`src/rtl/mult_seq_ctrl.sv`:
```
// mult_seq_ctrl: issue/capture sequencer for the 32x32 signed/unsigned multiplier pair.
// Holds operands steady for SETTLE_CYCLES clocks, then captures the selected product into HI/LO.
module mult_seq_ctrl #(
   parameter int SETTLE_CYCLES = 4,
   parameter int CNT_W         = 8
) (
   input  logic        CLK,
   input  logic        RST,
   input  logic        START,
   input  logic        SIGNED,
   input  logic [31:0] A_IN,
   input  logic [31:0] B_IN,
   input  logic        ACK,
   output logic [31:0] OP_A,
   output logic [31:0] OP_B,
   input  logic [31:0] S_HI,
   input  logic [31:0] S_LO,
   input  logic [31:0] U_HI,
   input  logic [31:0] U_LO,
   output logic        BUSY,
   output logic        DONE,
   output logic [31:0] HI,
   output logic [31:0] LO
);
   typedef enum logic [1:0] {ST_IDLE, ST_SETTLE, ST_DONE} state_t;
   localparam logic [CNT_W-1:0] RELOAD = CNT_W'(SETTLE_CYCLES - 1);
   state_t            state_q, state_d;
   logic [CNT_W-1:0]  cnt_q, cnt_d;
   logic              sgn_q, sgn_d;
   logic [31:0]       opa_q, opa_d, opb_q, opb_d, hi_q, hi_d, lo_q, lo_d;
   logic              accept;
   assign accept = START && (state_q == ST_IDLE || (state_q == ST_DONE && ACK));
   always_ff @(posedge CLK) begin
      if (!RST) begin
         state_q <= ST_IDLE;
         cnt_q   <= '0;
         sgn_q   <= 1'b0;
         opa_q   <= '0;
         opb_q   <= '0;
         hi_q    <= '0;
         lo_q    <= '0;
      end else begin
         state_q <= state_d;
         cnt_q   <= cnt_d;
         sgn_q   <= sgn_d;
         opa_q   <= opa_d;
         opb_q   <= opb_d;
         hi_q    <= hi_d;
         lo_q    <= lo_d;
      end
   end
   always_comb begin
      state_d = state_q;
      cnt_d   = cnt_q;
      sgn_d   = sgn_q;
      opa_d   = opa_q;
      opb_d   = opb_q;
      hi_d    = hi_q;
      lo_d    = lo_q;
      if (accept) begin
         state_d = ST_SETTLE;
         cnt_d   = RELOAD;
         sgn_d   = SIGNED;
         opa_d   = A_IN;
         opb_d   = B_IN;
      end else if (state_q == ST_SETTLE) begin
         // counter only counts down here; it is reloaded solely on an accepted START
         if (cnt_q == '0) begin
            state_d = ST_DONE;
            hi_d    = sgn_q ? S_HI : U_HI;
            lo_d    = sgn_q ? S_LO : U_LO;
         end else begin
            cnt_d = cnt_q - 1'b1;
         end
      end else if (state_q == ST_DONE && ACK) begin
         state_d = ST_IDLE;
      end
   end
   assign BUSY = (state_q == ST_SETTLE);
   assign DONE = (state_q == ST_DONE);
   assign OP_A = opa_q;
   assign OP_B = opb_q;
   assign HI   = hi_q;
   assign LO   = lo_q;
endmodule
```
`config.mk`:
```
export PLATFORM = sky130hd
export DESIGN_NAME = mult_seq_ctrl
export DESIGN_NICKNAME = d
export VERILOG_FILES = /design/src/rtl/mult_seq_ctrl.sv
export SDC_FILE = /design/constraint.sdc
export NUM_CORES = 1
export LEC_CHECK = 0
export ABC_AREA = 1
export CAP_MARGIN = 20
export CELL_PAD_IN_SITES_DETAIL_PLACEMENT = 0
export CELL_PAD_IN_SITES_GLOBAL_PLACEMENT = 1
export CORE_AREA = 2 2 126 128
export CTS_CLUSTER_SIZE = 28
export DETAILED_ROUTE_END_ITERATION = 12
export DIE_AREA = 0 0 128 130
export DONT_BUFFER_PORTS = 1
export GPL_ROUTABILITY_DRIVEN = 0
export HOLD_SLACK_MARGIN = 0.08
export PLACE_DENSITY_LB_ADDON = 0.1
export SYNTH_ARGS = -nofsm -noshare
export SYNTH_HDL_FRONTEND = slang
export SYNTH_SLANG_ARGS = --single-unit
```
`constraint.sdc`:
```
create_clock -name CLK -period 1.6 [get_ports CLK]
set_input_delay 0.48 -clock CLK [delete_from_list [all_inputs] [get_ports CLK]]
set_output_delay 0.48 -clock CLK [all_outputs]
set_load 0.02 [all_outputs]
```
Yosys cells after proc, flatten, opt, wreduce, memory -nomap -nowiden

Index checks and enable logic that the tools add are counted.

Register bits: 139
Input bits: 197
Output and inout port bits: 130
Word-level logic and storage cells: 41

$add $sub $neg: 1
Equal/unequal tests: 5
Multiplexer cells: 9
Bitwise gates (word level): 3
Reduce and logical (&&, ||, !) cells: 14

Operators with widths:

| kind                | count |
|---|---|
| $mux 32             | 2 |
| $mux 2              | 6 |
| $logic_not 8->1     | 1 |
| $reduce_and 2->1    | 4 |
| $sub 8x1->8 const B | 1 |
| $reduce_bool 2->1   | 2 |
| $ne 3x1->1 const B  | 1 |
| $not 1->1           | 3 |
| $reduce_and 3->1    | 1 |
| $reduce_bool 3->1   | 1 |
| $eq 2x1->1 const B  | 1 |
| $eq 2x2->1 const B  | 1 |
| $logic_and 1x1->1   | 2 |
| $logic_not 2->1     | 1 |
| $ne 2x1->1 const B  | 1 |
| $ne 2x2->1 const B  | 1 |
| $reduce_or 2->1     | 1 |
| $logic_or 1x1->1    | 1 |
| $mux 1              | 1 |

Logic depth before layout (Yosys ltp)

Gate-level depths: netlist (run 1).

Depth after elaboration: 6
Mapped depth: 9

Least setup slack after synthesis (run 1)

OpenSTA, ideal clock, no wires.

Path type: reg2reg
Start: register cnt_q[0]
End: register cnt_q[5]
Arrival: 1261 ps
Setup slack: 217 ps
Stages on the path, launching flop included: 9
Path buffers: 0
Path through: dfxtp_1 > inv_1 > ha_1 > nand2_1 > nor2_4 > nor2_1 > inv_1 > nand2_1 > a21oi_1

Cells in the longest elaborated chain, start to end: 3
Elaborated cells between the ends (all ways): 4

RTL lines:

| item                                                                | RTL line | text |
|---|---|---|
| start: declaration                                                  | 28       | `logic [CNT_W-1:0] cnt_q, cnt_d;` |
| start signal: assignment                                            | 44       | `cnt_q <= cnt_d;` |
| parallel branches: the longest is 3 deep, another holds $sub 8x1->8 | n/a      |  |

Several ways; the timed one is not identified.
A chain may end at the register's enable or synchronous reset.

Worst setup path in the final report (run 1)

Start: register state_q[1]
End: output port BUSY

Cells in the longest elaborated chain, start to end: 1

RTL lines:

| item                     | RTL line | text |
|---|---|---|
| start: declaration       | 27       | `state_t state_q, state_d;` |
| start signal: assignment | 43       | `state_q <= state_d;` |
| $eq 2x1->1               | 79       | `assign BUSY = (state_q == ST_SETTLE);` |
| end: declaration         | 20       | `output logic BUSY,` |

Every way passes these cells.

==> results of run 1 <==
-- path summary, 6_finish.rpt --
path	slack, ns	cells after the start	to	startpoint
max	0.06	4	BUSY	state_q[1]
min	0.21	2	state_q[0]	RST
max reg2reg	0.10	8	HI[28]	cnt_q[0]
min reg2reg	0.48	2	cnt_q[1]	cnt_q[1]
-- layout by cell type, fill, tap and decap left out, types with 6 or more instances in the layout --
cell and count:
nand2_1 221, buf_12 7, inv_1 10, o21ai_0 83, a21oi_1 11, clkinv_4 6
nor2_1 268, o21ai_1 52, clkbuf_16 20, dfxtp_1 136, inv_2 7, buf_4 10
-- per-layer routing --
metal	up-vias	global-route usage	routed length, um
met2	217	0.316	8190
met3	17	0.0849	1750
met5	-	0	0
li1	2677	-	-
met1	2345	0.208	6870
met4	0	0.0730	261
-- cells by family after synthesis --
kind of cell | share of synthesized area
AO/OA/AOI/OAI | 0.127
adder cells (fa/ha/maj) | 0.00429
buffers and inverters | 0.0631
flip-flops | 0.477
AND/OR/NAND/NOR | 0.328
-- metrics by stage --
step	hold slack, ns	power (W)
6_report	0.210	0.0123
5_1_grt	0.205	0.0130
4_1_cts	0.183	0.0122
3_5_place_dp	0.470	0.00803
3_3_place_gp	0.472	0.00796
2_1_floorplan	0.451	0.00736
-- sequential cells by signal (all words and copies together), names as in the netlist --
| register | flops |
|---|---|
| OP_B | 32 |
| OP_A | 32 |
| sgn_q | 1 |
| HI | 32 |
| cnt_q | 8 |
| state_q | 2 |
| LO | 32 |
-- power groups by stage --
stage                     Clock (W)  Sequential (W)  Combinational (W)
final                       0.00412         0.00547            0.00267
after global routing        0.00437         0.00556            0.00307
after CTS                   0.00421         0.00549            0.00248
after detailed placement          0         0.00556            0.00247
after global placement            0         0.00556            0.00240
after floorplan                   0         0.00531            0.00205
-- Yosys cell counts, drive strengths merged --
cell	n	share of area
dfxtp	139	0.48
nand2	224	0.15
clkbuf	23	0.015
nand3b	1	0.0013
a21boi	1	0.0013
o21ai	136	0.12
buf	32	0.036
nor2	272	0.18
nand4	1	0.0011
clkinv	1	0.00086
nand3	3	0.0026
a21oi	11	0.0094
inv	17	0.011
ha	2	0.0043
-- repair_timing --
| action | 4_1_cts | 5_1_grt |
|---|---|---|
| endpoints found under the setup margin | 2 | 74 |
| setup buffers | 0 | 2 |
| pin swaps | 0 | 2 |
| gates resized for setup | 7 | 12 |
| gates cloned | 0 | 3 |
-- final cells by class --
type | count | area, um^2
Antenna cell | 1 | 2.50
Clock buffer | 18 | 439
Clock inverter | 14 | 185
Fill cell | 1649 | 8690
Inverter | 18 | 75.1
Multi-Input combinational cell | 651 | 2710
Sequential cell | 139 | 2790
Tap cell | 192 | 240
Timing Repair Buffer | 21 | 302
==> summary.txt, run 1 <==
Power
  – P_sw: 0.00451 W
  – Clock power share: 0.336
  – Max VDD drop: 0.797 mV
  – Gate power share: 0.218
  – Sw frac: 0.368
  – Int Power: 0.00775 W
  – Pwr dens: 1820 nW/um^2
  – Share of power burned in registers: 0.446
  – P_leak: 2.97 nW

Drt
  – Wire per inst: approximately 16 um
  – 1st-iter DRT viols: 200
  – ANT nets after route: 0
  – Post-Route WL: 17100 um
  – Vias per cell: 4.99
  – Vias: 5256
  – DR pass1 iterations: 4
  – DRC: 0

Layout
  – Fin cells: 1054
  – Nets: 1047
  – Post-layout util: 0.437
  – Share of layout cells above drive strength 1: 0.0859
  – Area growth from synthesis to layout: 15.5%
  – Fin area: 6740 um^2

Run status
  – Status: finished clean

Floorplanning
  – Die Y: 130 um
  – Die width: 128 um
  – Core Area: 15400 um^2
  – Io pins: 327
  – Row count: 46
  – Starting Density: 0.378
  – Die Area: around 17000 um^2

Global route
  – Vias in the first global route: 4742
  – First-pass GRT wire length: 24500 um
  – Initial antenna violation count: 1
  – Congestion Overflow GR: 0
  – GRT Util Overall: 0.187
  – Largest net degree at the start of global routing: about 130

STA
  – Tmin final: 1.54 ns
  – Worst-Margin Slew: ~0.32 ns
  – Slew Viols, Final: 0
  – Max-Slew Margin vs Limit: 0.788
  – Unrepaired setup endpoints after global routing: no
  – Setup ws final: 0.0571 ns
  – Fin Setup TNS: 0 ns
  – Top achievable clock speed: 648 MHz
  – # setup viols final: 0
  – Tcrit/Tclk final: 0.964
  – Final Hold Viols: 0
  – Clk_skew: roughly 0.011 ns

Worst setup path
  – Worst-path cell chain: inv_2 -> nand2_4 -> inv_2 -> buf_6
  – CP Class: reg -> out
  – Slowest cell on the critical path: dfxtp_2
  – Most frequent CP cell: inv_2
  – Delay-heaviest family, CP: flip-flops
  – CP arrival: 1.06 ns
  – Worst path max stage delay: 0.33 ns
  – Worst setup EP type: output port
  – Critical Path RT: 1.12 ns
  – Crit Path Max Fanout: 3
  – Critical Path Start Type: flip-flop
  – CP Buf/Inv Count: 3

Clock network
  – Htree depth: 4
  – Reg clk slew, reported paths: about 0.06 ns
  – CTS buffer count: 17
  – CTS tree: yes
  – CTS Buffer Depth: 2
  – CTS root buf: clkbuf_16
  – # hold bufs at CTS: 0
  – Clock tree sinks: 139
  – Clk_lat worst skew: between 0.4 and 0.5 ns

Flow run
  – Max cap viols: 0

Logic synthesis
  – Sequential fraction of the synthesis area: 0.477
  – Synth Register Bits: about 140
  – Synth Instances: 863
  – Post-Syn Area: 5830 um^2
  – Synth warn: 0
  – Syn avg cell area: 6.76 um^2
  – Mapped Nets: 1062
  – Count of cell types in the netlist: 22

Placement
  – Cell Area, Placed: 5990 um^2
  – Pre-CTS WS: 0.0323 ns
  – HPWL Detailed: 11900 um
  – Dpl cells: 1016
  – Port Buf Inserts: 0

Worst hold path
  – Hold WC Path Type: in -> reg
Power figures use the tool's default switching activity.
==> run 2, diff against run 1 <==
--- a/config.mk
+++ b/config.mk
@@ -17,6 +17,7 @@
 export GPL_ROUTABILITY_DRIVEN = 0
 export HOLD_SLACK_MARGIN = 0.08
 export PLACE_DENSITY_LB_ADDON = 0.1
+export RECOVER_POWER = 50
 export SYNTH_ARGS = -nofsm -noshare
 export SYNTH_HDL_FRONTEND = slang
 export SYNTH_SLANG_ARGS = --single-unit
==> run 2 against run 1 <==
Critical path depth did not move. Via count barely moved. Power barely moved. Sequential power barely moved. Critical path type unchanged. Critical endpoint unchanged. Largest cell class unchanged. Largest power group unchanged.
==> summary.txt, run 2 (same netlist as run 1, synthesis figures left out) <==
STA
  – Max-Slew Margin vs Limit: 0.788
  – Clk_skew: ~0.011 ns
  – Slew Viols, Final: 0
  – Unrepaired setup endpoints after global routing: no
  – Worst-Margin Slew: between 0.3 and 0.4 ns
  – Tcrit/Tclk final: 0.964
  – Final Hold Viols: 0
  – Setup ws final: 0.0572 ns
  – Fin Setup TNS: 0 ns
  – # setup viols final: 0
  – Top achievable clock speed: 648 MHz
  – Tmin final: 1.54 ns

Global route
  – GRT Util Overall: 0.187
  – First-pass GRT wire length: 24500 um
  – Congestion Overflow GR: 0
  – Largest net degree at the start of global routing: 133
  – Initial antenna violation count: 1
  – Met3 usage: 0.0849
  – Grt met2 use: 0.316
  – Met1 track demand over resource: 0.208
  – GRT busiest layer: met2
  – Vias in the first global route: 4742

Worst hold path
  – Hold WC Path Type: in -> reg

Clock network
  – Clk_lat worst skew: 0.41 ns
  – Reg clk slew, reported paths: 0.06 ns
  – CTS tree: yes
  – Clock tree sinks: 139
  – Htree depth: 4
  – CTS Buffer Depth: 2
  – CTS buffer count: 17
  – # hold bufs at CTS: 0
  – CTS root buf: clkbuf_16

Placement
  – Dpl cells: a little over 1000
  – Port Buf Inserts: 0
  – Cell Area, Placed: 5990 um^2
  – HPWL Detailed: 11900 um
  – Pre-CTS WS: 0.0323 ns

Worst setup path
  – Crit Path Max Fanout: 3
  – Worst setup EP type: output port
  – Critical Path RT: 1.12 ns
  – CP Class: reg -> out
  – CP arrival: 1.06 ns
  – Critical Path Start Type: flip-flop

Drt
  – Post-Route WL: roughly 17000 um
  – DRC: 0
  – DR pass1 iterations: 4
  – Wire per inst: 16.2 um
  – ANT nets after route: 0
  – 1st-iter DRT viols: 200
  – Vias: 5258
  – Vias per cell: 4.99

Floorplanning
  – Io pins: 327
  – Starting Density: 0.378
  – Die Y: 130 um
  – Core Area: roughly 15000 um^2
  – Die width: 128 um
  – Row count: 46
  – Die Area: approximately 17000 um^2

Power
  – Max VDD drop: 0.797 mV
  – P_sw: 0.00451 W
  – Pwr dens: approximately 1800 nW/um^2
  – Sw frac: 0.368
  – P_leak: 2.97 nW
  – Overall power: 0.0123 W
  – Share of power burned in registers: 0.446
  – Clock power share: 0.336
  – Int Power: 0.00774 W
  – Gate power share: 0.217

Layout
  – Fin area: 6740 um^2
  – Filler instances: 1650
  – Commonest non-fill, non-tap cell in the layout: nor2_1
  – Area growth from synthesis to layout: 15.5%
  – Most frequent cells in the layout: 268 x nor2_1, 221 x nand2_1, 136 x dfxtp_1, 83 x o21ai_0, 52 x o21ai_1
  – Nets: ~1000
  – Share of layout cells above drive strength 1: 0.0836
  – Fin cells: 1054

Flow run
  – Max cap viols: 0

Run status
  – Status: finished clean
-- run 2: stage by stage --
| step | hold slack [ns] | util |
|---|---|---|
| 2_1_floorplan | 0.451 | - |
| 3_3_place_gp | 0.472 | 0.388 |
| 3_5_place_dp | 0.470 | 0.388 |
| 4_1_cts | 0.183 | 0.429 |
| 5_1_grt | 0.205 | 0.437 |
| 6_report | 0.210 | 0.437 |
-- run 2: path summary, 6_finish.rpt --
| path | startpoint | endpoint | slack, ns | cells past startpoint |
|---|---|---|---|---|
| worst min register to register | cnt_q[1] | cnt_q[1] | 0.48 | 2 |
| worst max register to register | cnt_q[0] | HI[28] | 0.10 | 8 |
| worst max-delay path | state_q[1] | BUSY | 0.06 | 4 |
| worst min-delay path | RST | state_q[0] | 0.21 | 2 |
-- run 2: critical path, stage by stage, from the launching register on --
cell	delay [ns]
dfxtp_2	0.33
inv_2	0.09
nand2_4	0.06
inv_2	0.06
buf_6	0.11
-- run 2: timing repair --
item / 4_1_cts / 5_1_grt
pin swaps: 0 / 2
buffers inserted: 0 / 2
endpoints found under the hold margin: 0 / 0
setup endpoints to repair: 2 / 74
resized for setup: 7 / 12
gates cloned: 0 / 3
-- run 2: layout make-up --
class / instances / area, um^2 / area share
sequential: 139 / 2790 / 0.414
multi-input combinational: 651 / 2710 / 0.402
clock buffer: 18 / 439 / 0.0652
timing repair buffer: 21 / 299 / 0.0444
tap: 192 / 240 / 0.0357
clock inverter: 14 / 185 / 0.0275
inverter: 18 / 75.1 / 0.0111
antenna: 1 / 2.50 / 0.000372
-- run 2: power by group through the flow --
stage	Clock [W]	Combinational (W)	Sequential [W]
2_1_floorplan	0	0.00205	0.00531
3_3_place_gp	0	0.00240	0.00556
3_5_place_dp	0	0.00247	0.00556
4_1_cts	0.00421	0.00248	0.00549
5_1_grt	0.00437	0.00307	0.00556
6_report	0.00412	0.00266	0.00547
-- run 2: metal layers --
metal | vias to the layer above | wire (um)
li1 | 2677 | -
met1 | 2345 | 6860
met2 | 219 | 8190
met3 | 17 | 1760
met4 | 0 | 261
met5 | - | 0
